File: config.mk
export PLATFORM = sky130hd
export DESIGN_NAME = prog_updown_counter
export DESIGN_NICKNAME = d
export VERILOG_FILES = /design/src/rtl/prog_updown_counter.sv
export SDC_FILE = /design/constraint.sdc
export NUM_CORES = 1
export LEC_CHECK = 0
export CORE_MARGIN = 2
export CORE_UTILIZATION = 50
export CTS_BUF_LIST = sky130_fd_sc_hd__clkbuf_4 sky130_fd_sc_hd__clkbuf_8 sky130_fd_sc_hd__clkbuf_16
export CTS_CLUSTER_DIAMETER = 60
export CTS_CLUSTER_SIZE = 30
export DETAILED_ROUTE_END_ITERATION = 7
export GPL_TIMING_DRIVEN = 0
export PLACE_DENSITY = 0.83
export SETUP_SLACK_MARGIN = 0.05
export SYNTH_ARGS = -nofsm -noshare
export SYNTH_HDL_FRONTEND = slang
export SYNTH_SLANG_ARGS = --single-unit
File: constraint.sdc
create_clock -name clk -period 4.8 [get_ports clk]
set_input_delay 0.96 -clock clk [delete_from_list [all_inputs] [get_ports clk]]
set_output_delay 0.96 -clock clk [all_outputs]
set_load 0.05 [all_outputs]
File: src/rtl/prog_updown_counter.sv
// Programmable up/down counter with runtime modulus, clamped step size,
// synchronous load, and a wrap/saturate boundary policy.
// Terminal-count flags are combinational from Q, mode and mod_max.
// ovf is a registered one-cycle pulse on each boundary event.
module prog_updown_counter #(
    parameter int N = 8
) (
    input  logic         clk,
    input  logic         rst,
    input  logic         en,
    input  logic         mode,
    input  logic         sat,
    input  logic         load,
    input  logic [N-1:0] load_val,
    input  logic [N-1:0] mod_max,
    input  logic [N-1:0] step,
    output logic [N-1:0] Q,
    output logic         tc_up,
    output logic         tc_down,
    output logic         ovf
);

    localparam int W = N + 1;

    logic [N-1:0] s;          // effective step, never larger than mod_max
    logic [N:0]   q_ext;
    logic [N:0]   s_ext;
    logic [N:0]   max_ext;
    logic [N:0]   span;       // mod_max + 1, the wrap modulus
    logic [N:0]   up_sum;
    logic [N:0]   up_wrap;
    logic [N:0]   down_wrap;
    logic [N-1:0] q_next;
    logic         ovf_next;

    // Datapath: clamp the step and form all candidate results in N+1 bits.
    always_comb begin
        s         = (step > mod_max) ? mod_max : step;
        q_ext     = {1'b0, Q};
        s_ext     = {1'b0, s};
        max_ext   = {1'b0, mod_max};
        span      = max_ext + W'(1);
        up_sum    = q_ext + s_ext;
        up_wrap   = up_sum - span;
        // Only used when Q < s, so the result lands back inside 0..mod_max.
        down_wrap = q_ext + span - s_ext;
    end

    // Next-state selection in priority order: load, hold, recovery, count.
    always_comb begin
        // NOTE: defaults first so every path assigns both outputs and no latch is inferred.
        q_next   = Q;
        ovf_next = 1'b0;
        if (load) begin
            q_next = (load_val > mod_max) ? mod_max : load_val;
        end else if (!en) begin
            q_next = Q;
        end else if (Q > mod_max) begin
            // mod_max was lowered below the current value: snap to the
            // boundary the counter is heading toward.
            q_next   = mode ? '0 : mod_max;
            ovf_next = 1'b1;
        end else if (mode) begin
            if (up_sum <= max_ext) begin
                q_next = up_sum[N-1:0];
            end else begin
                q_next   = sat ? mod_max : up_wrap[N-1:0];
                ovf_next = 1'b1;
            end
        end else begin
            if (Q >= s) begin
                q_next = Q - s;
            end else begin
                q_next   = sat ? '0 : down_wrap[N-1:0];
                ovf_next = 1'b1;
            end
        end
    end

    // State register: counter value and boundary pulse, cleared asynchronously.
    always_ff @(posedge clk or posedge rst) begin
        // NOTE: non-blocking assignments keep every register sampling pre-edge values.
        if (rst) begin
            Q   <= '0;
            ovf <= 1'b0;
        end else begin
            Q   <= q_next;
            ovf <= ovf_next;
        end
    end

    // Terminal-count flags follow Q, mode and mod_max without a clock delay.
    always_comb begin
        tc_up   = mode && (Q == mod_max);
        tc_down = !mode && (Q == '0);
    end

endmodule

==> impl_metrics.csv <==
group,metric,value,unit
status,status,"complete, but fails checks",
status,violations,"negative setup slack",
routing,drt_iter0_drc,397,
critical_path,worst_setup_path_end_kind,"flip-flop",
layout,final_common_cell,"ha_1",
layout,instances_no_fill,564,
critical_path,rr_worst_depth,15,
global_route,grt_pass1_vias,3653,
layout,area_growth,30.6,%
power_and_ir_drop,clock_power_share,3.5,%
critical_path,cp_slowest_cell,"mux4_2",
clocking,numCtsBuffers,3,
synth,post_synth.cell_area_avg,7.86,um2
timing,slew_headroom,60.2,%
timing,finalCriticalPeriod,5.99,ns
power_and_ir_drop,p_switching,1.51,mW
synth,synth-seq-area-share,6.70,%
synth,postSynthCellCount,428,
synth,synth_top_cell_by_area,"ha_1",
synth,syn_nets,534,
place,port_buffers,35,
timing,final_hold_viol_count,0,
run,drv_cap,0,
timing,setup_slack,-1.19,ns
layout,final_cell_mix,"ha_1 (60), nor2_1 (29), inv_1 (27)",
synth,synth_cell_type_count,56,
routing,viasPerCell,6.60,
place,dp_cells,540,
global_route,grt_first_pass_wirelength,17.9,mm
critical_path,crit_buf_inv,4,
timing,setup_violations,9,
critical_path,path_depth,29,
routing,routed_wl,11.6,mm
layout,finalNetCount,594,
floorplan,start_util,52.4,%
routing,wl_per_cell,20.5,um
power_and_ir_drop,pwr-share-seq,6.1,%
floorplan,dieArea,7400,um2
timing,worst-slew-pin-transition,0.597,ns
synth,synth-seq-cells,9,
layout,drive_above_1_share,20.1,%
min_path,hold_depth,1,
critical_path,worstPathMaxFanout,6,
power_and_ir_drop,ir_worst_vdd,0.284,mV
power_and_ir_drop,powerDensity,656,nW/um2
floorplan,fp.coreArea,6420,um2
min_path,hp-class,"flip-flop to flip-flop",
timing,post-route-period-util,125,%
power_and_ir_drop,p_sw_share,52.4,%
global_route,grt_use_total,30.9,%
power_and_ir_drop,combinationalPowerShare,90.4,%
routing,dr.pass1.iters,5,
timing,max_freq,167,MHz
synth,async_flop_share,100,%
critical_path,path_class,"input pin to flip-flop",
floorplan,die_w,86.0,um
global_route,grt-ovfl-total,0,
floorplan,ios,41,
critical_path,crit_required,4.92,ns
timing,slew_viol_final,0,
clocking,cts.sinks,9,
synth,yosysTopAreaCellShare,24.6,%
clocking,clock_latency,0.24,ns
global_route,grt_max_degree,11,
power_and_ir_drop,total_leakage_power,1.97,nW
clocking,cts_max_path_buffers,2,
layout,final_util,68.4,%
clocking,cts_tree,"done",
synth,yosys_warnings,0,
critical_path,slowest_delay,0.45,ns
synth,synth_area,3360,um2
clocking,hold_buffers,0,
clocking,htree_levels,1,
layout,n_antenna_cell,0,
critical_path,cp.arrival,6.11,ns
place,dp_hpwl,8.39,mm
floorplan,die_h,86.0,um
timing,skew,0.00288,ns
critical_path,startpoint_type,"input pin",
critical_path,cp_top_family,"compound AO/OA/AOI/OAI gates",
synth,ys.flop_type,"dfrtp_1",
clocking,cts_root_buffer,"clkbuf_8",
power_and_ir_drop,internal_power,1.37,mW
clocking,path_clk_slew,0.05,ns
synth,synth-edff-count,0,
routing,via_count,3725,
global_route,antenna_found_initial,0,
synth,synth.area.top_cells,"ha_1 (25%), dfrtp_1 (6.7%), xnor2_1 (6.2%)",
timing,rsz0062_at_grt,"yes",
floorplan,row_count,29,
routing,ant_nets,0,
routing,drc_errors,0,
place,place_congestion,0.930,
-- timing repair --
action,CTS,global route
pin swaps,23,27
hold endpoints to repair,0,0
resized for setup,65,24
gates cloned,0,1
buffers inserted,15,6
setup endpoints to repair,9,9
-- kinds of logic (layout without fill, tap and decap cells) --
group	Yosys count	count (layout)	share of synthesized area, %
and+or+nand+nor	119	119	17.1
AOI/OAI and AO/OA	117	117	23.9
adders and majority gates	76	76	30.5
buffers and inverters	53	112	6.03
xor gates and xnor gates	27	27	7.03
muxes	27	27	8.74
DFF	9	9	6.70
-- layout make-up --
type	count	area [um2]
flip-flops and latches	9	225
inverters	35	150
fillers	459	2030
multi-input cells	366	3210
clock buffers	4	48.8
plain buffers	16	110
well taps	77	96.3
repair buffers	57	557
-- worst reg2reg max path: stages (launching register included) --
cell and delay (ns):
dfrtp_1 0.61, ha_4 0.31, nor2b_2 0.16, o31a_1 0.32, o21a_1 0.20, nor2_2 0.15, xnor2_2 0.12, ha_1 0.34
nand2_2 0.07, or3_1 0.32, a21oi_2 0.18, o22ai_4 0.11, and2_4 0.16, mux4_2 0.45, o31a_1 0.25, a211o_1 0.23
-- power groups by stage --
stage / Combinational [mW] / Clock (mW) / Sequential [mW]
floorplan: 1.45 / 0 / 0.236
global placement: 1.92 / 0 / 0.171
detailed placement: 1.98 / 0 / 0.172
CTS: 2.16 / 0.0981 / 0.172
global route: 2.78 / 0.103 / 0.180
finish: 2.61 / 0.100 / 0.176
-- synth_stat cells, types with 9 or more instances --
library cell  instances
clkbuf_1             15
mux2i_1              17
nand3_1              13
o21ai_0              16
fa_1                 10
xnor2_1              24
nor2b_1               9
a21oi_1              26
inv_1                33
nor2_1               33
nor3_1               12
ha_1                 66
nand2_1              24
dfrtp_1               9
-- registers in the layout, summed over array words and instances, names as in the netlist --
signal and flops:
ovf 1, Q 8
-- final timing paths --
check	from	endpoint	slack (ns)
setup / recovery	mod_max[1]	Q[7]	-1.19
hold / removal	Q[0]	Q[0]	0.77
setup reg to reg	Q[2]	Q[7]	0.70
hold reg to reg	Q[0]	Q[0]	0.77
max in group asynchronous	rst	Q[4]	3.51
min in group asynchronous	rst	Q[2]	1.01
-- stage by stage --
| stage | power [mW] | area (um2) | setup slack [ns] | TNS, ns | hold WS [ns] |
|---|---|---|---|---|---|
| floorplan | 1.69 | 3490 | -1.01 | -4.99 | 0.788 |
| global placement | 2.09 | 3930 | -2.56 | -19.29 | 0.713 |
| detailed placement | 2.15 | 3930 | -2.65 | -19.94 | 0.701 |
| CTS | 2.43 | 4250 | -1.12 | -6.29 | 0.757 |
| global route | 3.06 | 4390 | -1.34 | -10.39 | 0.808 |
| finish | 2.88 | 4390 | -1.19 | -9.15 | 0.772 |
-- layer usage --
layer	wire length, um	GRT usage (%)	part of all wire (%)	vias up
li1	-	-	-	1685
met1	4280	36.2	37	1751
met2	5650	55.3	49	239
met3	1090	3.95	9.4	50
met4	523	14.4	4.5	0
met5	0	0	0	-
(Power assumes the default switching activity.)
